### config.mk
export PLATFORM = sky130hd
export DESIGN_NAME = pcie_dma_fifo
export DESIGN_NICKNAME = d
export VERILOG_FILES = /design/src/rtl/pcie_dma_fifo.sv
export SDC_FILE = /design/constraint.sdc
export NUM_CORES = 1
export LEC_CHECK = 0
export ABC_AREA = 1
export BUFFER_PORTS_ARGS = -buffer_cell sky130_fd_sc_hd__buf_2
export CAP_MARGIN = 10
export CORE_MARGIN = 2
export CORE_UTILIZATION = 40
export DETAILED_ROUTE_END_ITERATION = 16
export SYNTH_ARGS = -nofsm -noshare
export SYNTH_HDL_FRONTEND = slang
export SYNTH_SLANG_ARGS = --single-unit
### constraint.sdc
create_clock -name i_clk -period 4.85 [get_ports i_clk]
set_clock_uncertainty 0.05 [all_clocks]
set_input_delay 0.2425 -clock i_clk [delete_from_list [all_inputs] [get_ports i_clk]]
set_output_delay 0.2425 -clock i_clk [all_outputs]
set_load 0.02 [all_outputs]
### src/rtl/pcie_dma_fifo.sv
// pcie_dma_fifo: first-word-fall-through ready/valid FIFO carrying
// {last, strb, data} beats between the PCIe endpoint and the DMA master.
// Tracks occupancy, complete packets held, almost-full, and sticky
// overflow/underflow diagnostics. A flush empties the FIFO but keeps the flags.
module pcie_dma_fifo #(
    parameter int dbits          = 64,
    parameter int log2_depth     = 1,
    parameter int almfull_thresh = 1
) (
    input  logic                  i_clk,
    input  logic                  i_rst,
    input  logic                  i_flush,
    input  logic                  i_wvalid,
    output logic                  o_wready,
    input  logic [dbits-1:0]      i_wdata,
    input  logic [dbits/8-1:0]    i_wstrb,
    input  logic                  i_wlast,
    output logic                  o_rvalid,
    input  logic                  i_rready,
    output logic [dbits-1:0]      o_rdata,
    output logic [dbits/8-1:0]    o_rstrb,
    output logic                  o_rlast,
    output logic [log2_depth:0]   o_count,
    output logic [log2_depth:0]   o_pkt_cnt,
    output logic                  o_almfull,
    output logic                  o_ovf,
    output logic                  o_unf
);

    localparam int depth = 2 ** log2_depth;
    localparam int sbits = dbits / 8;
    localparam int ebits = dbits + sbits + 1;
    localparam logic [log2_depth:0]   full_lvl = (log2_depth + 1)'(depth);
    localparam logic [log2_depth:0]   alm_lvl  = (log2_depth + 1)'(depth - almfull_thresh);
    localparam logic [log2_depth:0]   cnt_one  = (log2_depth + 1)'(1);
    localparam logic [log2_depth-1:0] ptr_one  = (log2_depth)'(1);

    logic [ebits-1:0]      mem [depth];
    logic [log2_depth-1:0] wr_ptr;
    logic [log2_depth-1:0] rd_ptr;
    logic [log2_depth:0]   count;
    logic [log2_depth:0]   count_next;
    logic [log2_depth:0]   pkt_cnt;
    logic [log2_depth:0]   pkt_next;
    logic                  almfull;
    logic                  ovf;
    logic                  unf;
    logic                  do_write;
    logic                  do_read;
    logic                  wr_last;
    logic                  rd_last;
    logic [ebits-1:0]      head;

    // Status comes only from registers, so wready never depends on rready.
    assign o_wready  = (count != full_lvl);
    assign o_rvalid  = (count != '0);
    assign head      = mem[rd_ptr];
    assign o_rlast   = head[ebits-1];
    assign o_rstrb   = head[dbits +: sbits];
    assign o_rdata   = head[dbits-1:0];
    assign o_count   = count;
    assign o_pkt_cnt = pkt_cnt;
    assign o_almfull = almfull;
    assign o_ovf     = ovf;
    assign o_unf     = unf;

    // A flush swallows any handshake in the same cycle.
    assign do_write = i_wvalid && o_wready && !i_flush;
    assign do_read  = o_rvalid && i_rready && !i_flush;
    assign wr_last  = do_write && i_wlast;
    assign rd_last  = do_read && o_rlast;

    // Next occupancy and packet count; simultaneous in/out cancel out.
    always_comb begin
        count_next = count;
        pkt_next   = pkt_cnt;
        if (i_flush) begin
            count_next = '0;
            pkt_next   = '0;
        end else begin
            if (do_write && !do_read) begin
                count_next = count + cnt_one;
            end else if (!do_write && do_read) begin
                count_next = count - cnt_one;
            end
            if (wr_last && !rd_last) begin
                pkt_next = pkt_cnt + cnt_one;
            end else if (!wr_last && rd_last) begin
                pkt_next = pkt_cnt - cnt_one;
            end
        end
    end

    // Pointers, counters, almost-full and sticky diagnostic flags.
    always_ff @(posedge i_clk) begin
        if (i_rst) begin
            wr_ptr  <= '0;
            rd_ptr  <= '0;
            count   <= '0;
            pkt_cnt <= '0;
            almfull <= 1'b0;
            ovf     <= 1'b0;
            unf     <= 1'b0;
        end else begin
            if (i_flush) begin
                wr_ptr <= '0;
                rd_ptr <= '0;
            end else begin
                if (do_write) begin
                    wr_ptr <= wr_ptr + ptr_one;
                end
                if (do_read) begin
                    rd_ptr <= rd_ptr + ptr_one;
                end
            end
            count   <= count_next;
            pkt_cnt <= pkt_next;
            almfull <= (count_next >= alm_lvl);
            if (i_wvalid && !o_wready) begin
                ovf <= 1'b1;
            end
            if (i_rready && !o_rvalid) begin
                unf <= 1'b1;
            end
        end
    end

    // Storage array; contents are not reset and are only meaningful while held.
    always_ff @(posedge i_clk) begin
        if (do_write) begin
            mem[wr_ptr] <= {i_wlast, i_wstrb, i_wdata};
        end
    end

endmodule

==> results.yml, run 1 <==
run_status:
  status: "completed"
global_route:
  use_met2_pct: 22.1
  grt.overflow.total: 0
  grtUsageMet1_pct: 15.9
  grt_start_max_net_pins: 75
  grt_pass1_vias: 3413
  track_usage_pct: 13.5
  antenna_found_initial: 0
  grt_use_met3_pct: 4.27
  grt_most_used_layer: "met2"
  grt_pass1_wl_um: 16500
yosys:
  yosysSeqAreaShare_pct: 75.1
  netlist.area_leader.share_pct: 71.8
  syn_area_um2: 6100
  synth_edf_count: 146
  ys_types: 17
  synth_common_cells: "edfxtp_1, mux2_4, inv_1"
  ys_seq_elements: 156
  syn_nets: 375
  synth_cells: 294
  syn_area_per_cell_um2: 20.8
  synthArstFlopShare_pct: 0
  yosysWarnings: 0
  synth_top_cells_by_area: "edfxtp_1, mux2_4, dfxtp_1, buf_12, inv_1"
  yosysMostFrequentCell: "edfxtp_1"
  synth_top_cell_by_area: "edfxtp_1"
  ys.flop_type: "edfxtp_1"
timing:
  max_freq_mhz: 364
  setup_tns_ns: 0
  hold_violations: 0
  max_slew.worst_pin.slew_ns: 1.10
  grt_setup_unrepaired: "false"
  setup_viol: 0
  min_period_ns: 2.75
  whs_ns: 0.0483
  drv_slew: 0
  max_slew_margin_pct: 26.8
  min_period_over_period_pct: 56.6
cts:
  cts_num_sinks: 156
  clk_pin_slew_ns: 0.06
  clkLatencyLatePin_ns: 0.41
  root_buffer: "clkbuf_16"
  clock_path_buffers: 2
  postCtsSetupRepairBufs: 0
  cts_buffers: 17
  h-tree-depth: 4
  cts_tree: "yes"
min_path:
  hold_start: "i_wvalid"
  holdCritPathClass: "input port to flop"
  min_delay_path_depth: 3
  hold_end: "o_ovf"
final_layout:
  fin_nets: 622
  layout-drive-gt1-share_pct: 48.6
  nFillCells: 1190
  area_growth_pct: 37.0
  antenna_cells: 0
die:
  die_w_um: 128
  start_util_pct: 40.6
  top_level_ports: 160
  core_um2: 15000
  rows: 45
  die-area_um2: 16300
  die_h_um: 128
route:
  route.detailed.drc: 0
  via_count: 3356
  drtPass1Iterations: 4
  drtAntennaViolNets: 0
  wl_per_cell_um: 14.5
  finalWirelength_um: 10700
  vias_per_cell: 4.53
  drt_iter0_markers: 163
worst_setup_path:
  crit_arrival_ns: 2.45
  r2r_cells: 6
  cp_max_fo: 39
  rrSetupSlack_ns: 2.23
  critPathLaunchType: "flop"
  cp-end-kind: "primary output"
  r2r-end: "mem[0][23]"
  required_ns: 4.56
  critPathKind: "flop to primary output"
  rr_startpoint: "o_count[0]"
placement:
  port_buffers: 159
  hpwlAfterDp_um: 6650
  place_congestion: 0.762
power:
  internal_power_mw: 2.50
  pwr-share-seq_pct: 49.3
  power_density_nw_per_um2: 372
  power_frac_clock_pct: 42.3
  ir_worst_vdd_v: 0.000214
  switching_power_mw: 0.608
  power.static_leakage_nw: 3.33
  swShare_pct: 19.6
  power_frac_comb_pct: 8.4
flow_run:
  cap_viol_max_count: 0
## layout by cell type, fill, tap and decap left out, drive strengths merged
cell type / instances
nand2: 11
ha: 3
edfxtp: 146
buf: 162
clkinv: 7
clkbuf: 20
nand3: 7
dlygate4sd3: 74
bufinv: 4
dfxtp: 10
a21oi: 6
o21ai: 4
nor2: 11
mux2: 73
inv: 15
## metrics by stage
stage	instance area [um^2]	util (%)	setup slack (ns)	cells	power [mW]
detailed placement	7040	46.8	2.19	636	1.78
floorplan	6100	-	0.175	294	1.69
global route	8360	55.6	1.95	741	3.23
global placement	7040	46.8	2.25	636	1.77
finish	8360	55.6	2.10	741	3.11
CTS	8360	55.6	2.01	741	3.15
## cell families after synthesis
group,share of synthesized area [%]
flops,75.1
mux,17.8
simple gates,2.21
buf+inv,3.40
compound gates,0.820
fa+ha+maj,0.615
## worst max-delay path, stage by stage, from the launching register on
cell     delay (ns)
dfxtp_4        0.83
buf_4          0.66
mux2_4         0.36
buf_2          0.16
## power groups by stage
| stage | registers [mW] | clock network, mW | logic (mW) |
|---|---|---|---|
| finish | 1.53 | 1.31 | 0.262 |
| global route | 1.54 | 1.41 | 0.281 |
| CTS | 1.53 | 1.35 | 0.264 |
| detailed placement | 1.56 | 0 | 0.217 |
| global placement | 1.56 | 0 | 0.214 |
| floorplan | 1.56 | 0 | 0.131 |
## what timing repair did
item	in CTS	in global routing
hold endpoints to repair	148	0
resized for setup	0	0
hold buffers	74	0
## worst max-delay path by stage
stage,endpoint,slack [ns],cells after the start
2_1_floorplan,mem[1][0],0.17,5
3_3_place_gp,mem[0][41],2.25,6
3_5_place_dp,mem[0][40],2.19,6
4_1_cts,o_rdata[23],2.01,3
5_1_grt,o_rdata[24],1.95,3
6_report,o_rdata[27],2.10,3
## sequential cells by signal, summed over array words and instances, names as in the netlist, named ones only
| register | cells |
|---|---|
| o_almfull | 1 |
| o_unf | 1 |
| o_pkt_cnt | 2 |
| rd_ptr | 1 |
| wr_ptr | 1 |
| o_count | 2 |
| mem | 146 |
| o_ovf | 1 |
## routing by layer
metal  vias to the layer above  share of wire [%]  wire (um)
li1                       1607                  -          -
met1                      1616                 43       4620
met2                       113                 49       5230
met3                        20                6.2        666
met4                         0                2.1        223
met5                         -                  0          0
## final cells by class
class	count	area, um^2	area share (%)
flip-flops and latches	156	4590	54.9
clock buffers	20	437	5.22
well taps	188	235	2.81
multi-input cells	115	1330	15.9
repair buffers	236	1570	18.8
inverters	15	56.3	0.673
clock inverters	11	150	1.80
Note: power is estimated with default switching activity, not from simulation.
==> inputs of run 2 (changes only) <==
--- a/config.mk
+++ b/config.mk
@@ -11,6 +11,7 @@
 export CORE_MARGIN = 2
 export CORE_UTILIZATION = 40
 export DETAILED_ROUTE_END_ITERATION = 16
+export PLACE_DENSITY = 0.66
 export SYNTH_ARGS = -nofsm -noshare
 export SYNTH_HDL_FRONTEND = slang
 export SYNTH_SLANG_ARGS = --single-unit
==> constraint.sdc (replaced) <==
create_clock -name i_clk -period 2.2 [get_ports i_clk]
set_clock_uncertainty 0.05 [all_clocks]
set_input_delay 0.11 -clock i_clk [delete_from_list [all_inputs] [get_ports i_clk]]
set_output_delay 0.11 -clock i_clk [all_outputs]
set_load 0.02 [all_outputs]
==> run 2 against run 1 <==
Compared with the run above: clock-buffer cell count up 1; core utilization up 1.1 points; sequential share of layout area down 0.99 points; critical path depth unchanged; first-iteration DRC count up 9.2%; hold slack better by 0.32 ns; die area unchanged; global-route usage up 0.64 points; cell area up 1.9%; clock power up 140%; register-to-register slack worse by 1.9 ns; sequential cell count unchanged; largest cell class unchanged; largest power group unchanged.
==> results.yml, run 2 (synthesis results as in run 1) <==
route:
  wl_per_cell_um: 15.1
  drt_iter0_markers: 178
  vias_per_cell: 4.60
  drtPass1Iterations: 4
  finalWirelength_um: 11200
  drtAntennaViolNets: 0
  via_count: 3437
  route.detailed.drc: 0
die:
  die_w_um: 128
  rows: 45
  die_h_um: 128
  die-area_um2: 16300
  core_um2: 15000
  start_util_pct: 40.6
  top_level_ports: 160
timing:
  max_freq_mhz: 488
  min_period_ns: 2.05
  max_slew_margin_pct: 59.3
  setup_viol: 0
  hold_violations: 0
  min_period_over_period_pct: 93.1
  max_slew.worst_pin.slew_ns: 0.610
  setup_tns_ns: 0
  grt_setup_unrepaired: "false"
  drv_slew: 0
power:
  power.static_leakage_nw: 3.39
  switching_power_mw: 1.34
  power_frac_comb_pct: 8.5
  p_total_mw: 7.10
  internal_power_mw: 5.76
  power_frac_clock_pct: 43.9
  ir_worst_vdd_v: 0.000431
  swShare_pct: 18.8
  power_density_nw_per_um2: 832
  pwr-share-seq_pct: 47.5
cts:
  cts_num_sinks: 156
  cts_buffers: 17
  cts_hold_buf: 78
  h-tree-depth: 4
  cts_resized: 0
  postCtsSetupRepairBufs: 0
  clk_pin_slew_ns: 0.06
  clock_path_buffers: 2
  cts_tree: "yes"
  clkLatencyLatePin_ns: 0.41
  root_buffer: "clkbuf_16"
global_route:
  grt_pass1_vias: 3628
  track_usage_pct: 14.1
  antenna_found_initial: 1
  grt.overflow.total: 0
  grt_pass1_wl_um: 17100
  grt_start_max_net_pins: 73
final_layout:
  final_cell_mix: "buf_2, edfxtp_1, dlygate4sd3_1, mux2_4, clkbuf_16"
  antenna_cells: 0
  fin_nets: 628
  layout-drive-gt1-share_pct: 49.0
  top_register: "mem"
  area_growth_pct: 39.7
  largest_reg_flops: 146
  final_common_cell: "buf_2"
worst_setup_path:
  cp.depth: 3
  rr_startpoint: "o_count[1]"
  cp-end-kind: "primary output"
  rrSetupSlack_ns: 0.37
  required_ns: 2.04
  critPathBufInv: 2
  cp_max_fo: 72
  crit_arrival_ns: 1.89
  critPathKind: "flop to primary output"
  r2r_cells: 9
  cp_slowest_stage_delay_ns: 0.42
  crit_chain: "buf_12, mux2_2, buf_2"
  crit_path_top_delay_cell: "mux2_2"
  r2r-end: "o_pkt_cnt[1]"
  critPathLaunchType: "flop"
  crit_family: "buffers and inverters"
  crit_path_end: "o_rdata[38]"
min_path:
  holdCritPathClass: "input port to flop"
placement:
  place_congestion: 0.803
  hpwlAfterDp_um: 7150
  port_buffers: 159
run_status:
  status: "completed"
flow_run:
  cap_viol_max_count: 0
## run 2: changes by cell type in the layout (fill, tap and decap cells not counted), moves of 2 or more
cell,before,now
buf_12,1,3
bufinv_16,4,6
clkinv_2,3,0
dlygate4sd3_1,74,78
## run 2: per-stage QoR
| step | setup WS [ns] | hold slack [ns] | utilization [%] | instance area, um^2 | instances |
|---|---|---|---|---|---|
| global placement | 0.470 | 0.247 | 47.3 | 7110 | 638 |
| finish | 0.152 | 0.369 | 56.7 | 8520 | 747 |
| detailed placement | 0.379 | 0.251 | 47.3 | 7110 | 638 |
| global route | 0.140 | 0.362 | 56.7 | 8520 | 747 |
| floorplan | -0.171 | 0.132 | - | 6150 | 294 |
| CTS | 0.178 | 0.347 | 56.7 | 8520 | 747 |
## run 2: worst min path at each step
stage / startpoint / to / slack [ns] / depth (start not counted)
CTS: i_wdata[39] / mem[1][39] / 0.35 / 2
finish: i_wdata[39] / mem[1][39] / 0.37 / 2
floorplan: i_rst / o_ovf / 0.13 / 1
global route: i_wdata[11] / mem[1][11] / 0.36 / 2
global placement: i_wdata[46] / mem[1][46] / 0.25 / 1
detailed placement: i_wdata[6] / mem[1][6] / 0.25 / 1
## run 2: routing by layer
metal	routed length (um)	vias to the layer above	track usage, %
li1	-	1620	-
met1	4680	1666	15.4
met2	5570	123	24.7
met3	652	26	4.61
met4	333	2	6.85
met5	13	-	0
## run 2: final cells by class
cell class,count,area (um^2)
clock buffers,21,440
multi-input cells,115,1350
repair buffers,242,1650
flip-flops and latches,156,4590
fillers,1196,6510
inverters,15,58.8
well taps,188,235
clock inverters,10,195
## run 2: power groups by stage
stage          clock (mW)  sequential [mW]  combinational (mW)
2_1_floorplan           0             3.44               0.295
3_3_place_gp            0             3.43               0.488
3_5_place_dp            0             3.44               0.499
4_1_cts              3.19             3.37               0.609
5_1_grt              3.30             3.38               0.649
6_report             3.12             3.37               0.605
## run 2: worst reg2reg max path, stage by stage, from the launching register on
cell and delay (ns):
dfxtp_1 0.39, inv_1 0.08, ha_1 0.23, nor2_2 0.15, nand3_1 0.09, ha_1 0.32
a21oi_1 0.11, o21ai_0 0.12, nor2_1 0.12, nor2_1 0.05
==> inputs of run 3 (changes only) <==
--- a/config.mk
+++ b/config.mk
@@ -9,9 +9,9 @@
 export BUFFER_PORTS_ARGS = -buffer_cell sky130_fd_sc_hd__buf_2
 export CAP_MARGIN = 10
 export CORE_MARGIN = 2
-export CORE_UTILIZATION = 40
+export CORE_UTILIZATION = 47
 export DETAILED_ROUTE_END_ITERATION = 16
-export PLACE_DENSITY = 0.66
+export PLACE_DENSITY = 0.75
 export SYNTH_ARGS = -nofsm -noshare
 export SYNTH_HDL_FRONTEND = slang
 export SYNTH_SLANG_ARGS = --single-unit
==> run 3 against run 2 <==
Compared with the run above: core utilization increased by 10 points; non-clock buffer count decreased by 1; fmax is 2.8% higher; critical path type unchanged; sequential power about the same; critical endpoint is now o_rdata[39].
==> results.yml, run 3 (synthesis results as in run 1) <==
cts:
  root_buffer: "clkbuf_16"
  h-tree-depth: 4
  clkLatencyLatePin_ns: 0.41
  clock_path_buffers: 2
  postCtsSetupRepairBufs: 0
  clk_pin_slew_ns: 0.06
  cts_resized: 0
  cts_buffers: 17
  cts_tree: "yes"
  cts_num_sinks: 156
worst_setup_path:
  r2r_cells: 10
  r2r-end: "o_pkt_cnt[1]"
  rr_startpoint: "o_count[1]"
  cp-end-kind: "primary output"
  critPathKind: "flop to primary output"
  rrSetupSlack_ns: 0.34
  critPathLaunchType: "flop"
  required_ns: 2.04
  cp_max_fo: 72
  crit_arrival_ns: 1.83
final_layout:
  final_cell_mix: "buf_2, edfxtp_1, dlygate4sd3_1, mux2_4, clkbuf_16"
  top_register: "mem"
  area_growth_pct: 39.1
  final_core_util_pct: 67.0
  fin_nets: 627
  largest_reg_flops: 146
  layout-drive-gt1-share_pct: 50.1
  antenna_cells: 0
  instances_no_fill: 731
  final_common_cell: "buf_2"
  postLayoutCellArea_um2: 8490
placement:
  hpwlAfterDp_um: 6660
  dp.cells: 622
  dpl-instance-area_um2: 7090
  port_buffers: 159
  place_congestion: 0.740
  dp_slack_ns: 0.408
timing:
  hold_violations: 0
  whs_ns: 0.0268
  min_period_over_period_pct: 90.5
  drv_slew: 0
  worst_slack_ns: 0.208
  setup_viol: 0
  setup_tns_ns: 0
  max_slew_margin_pct: 62.5
  max_freq_mhz: 502
  max_slew.worst_pin.slew_ns: 0.563
  grt_setup_unrepaired: "false"
  min_period_ns: 1.99
route:
  drtAntennaViolNets: 0
  wl_per_cell_um: 15.4
  finalWirelength_um: 11300
  vias_per_cell: 4.67
  drtPass1Iterations: 5
  via_count: 3416
  route.detailed.drc: 0
  drt_iter0_markers: 175
global_route:
  track_usage_pct: 16.8
  grt_start_max_net_pins: 73
  grt.overflow.total: 0
  antenna_found_initial: 0
  grt_pass1_vias: 3617
  grt_pass1_wl_um: 18100
power:
  power.static_leakage_nw: 3.38
  p_total_mw: 7.06
  power_density_nw_per_um2: 831
  ir_worst_vdd_v: 0.000543
die:
  die_w_um: 118
  die-area_um2: 13900
  core_um2: 12700
  die_h_um: 118
  rows: 41
  start_util_pct: 48.2
  top_level_ports: 160
run_status:
  status: "completed"
min_path:
  hold_start: "i_flush"
  hold_end: "o_pkt_cnt[1]"
  holdCritPathClass: "input port to flop"
  min_delay_path_depth: 4
flow_run:
  cap_viol_max_count: 0
run 3: where the power goes:
part	total, mW	internal [mW]	switching (mW)
logic	0.602	0.306	0.296
clock network	3.08	2.00	1.08
registers	3.37	3.35	0.0253
total	7.06	5.65	1.40
run 3: repair_timing:
action / in CTS / in global routing
hold buffers: 77 / 0
setup endpoints to repair: 0 / 0
hold endpoints to repair: 150 / 0
run 3: area by class of cell:
class | count | area, um^2
fillers | 875 | 4180
flip-flops and latches | 156 | 4590
inverters | 15 | 58.8
clock buffers | 19 | 433
clock inverters | 13 | 198
repair buffers | 241 | 1640
multi-input cells | 115 | 1350
well taps | 172 | 215
run 3: how the worst max path moves through the flow:
stage | to | slack [ns] | cells after the start
floorplan | mem[1][0] | -0.17 | 5
detailed placement | o_pkt_cnt[1] | 0.41 | 10
CTS | o_rdata[39] | 0.21 | 3
finish | o_rdata[39] | 0.21 | 3
global placement | o_pkt_cnt[1] | 0.49 | 10
global route | o_pkt_cnt[1] | 0.12 | 10
run 3: layer usage:
layer	share of wire (%)	wire [um]	track usage [%]
met5	0	0	0
met4	1.5	172	7.00
met3	5.4	605	4.65
met2	52	5910	29.3
met1	41	4600	19.4
run 3: critical path, stage by stage, from the launching register on:
cell and delay [ns]:
dfxtp_4 0.36, buf_12 0.43, mux2_2 0.40, buf_2 0.16
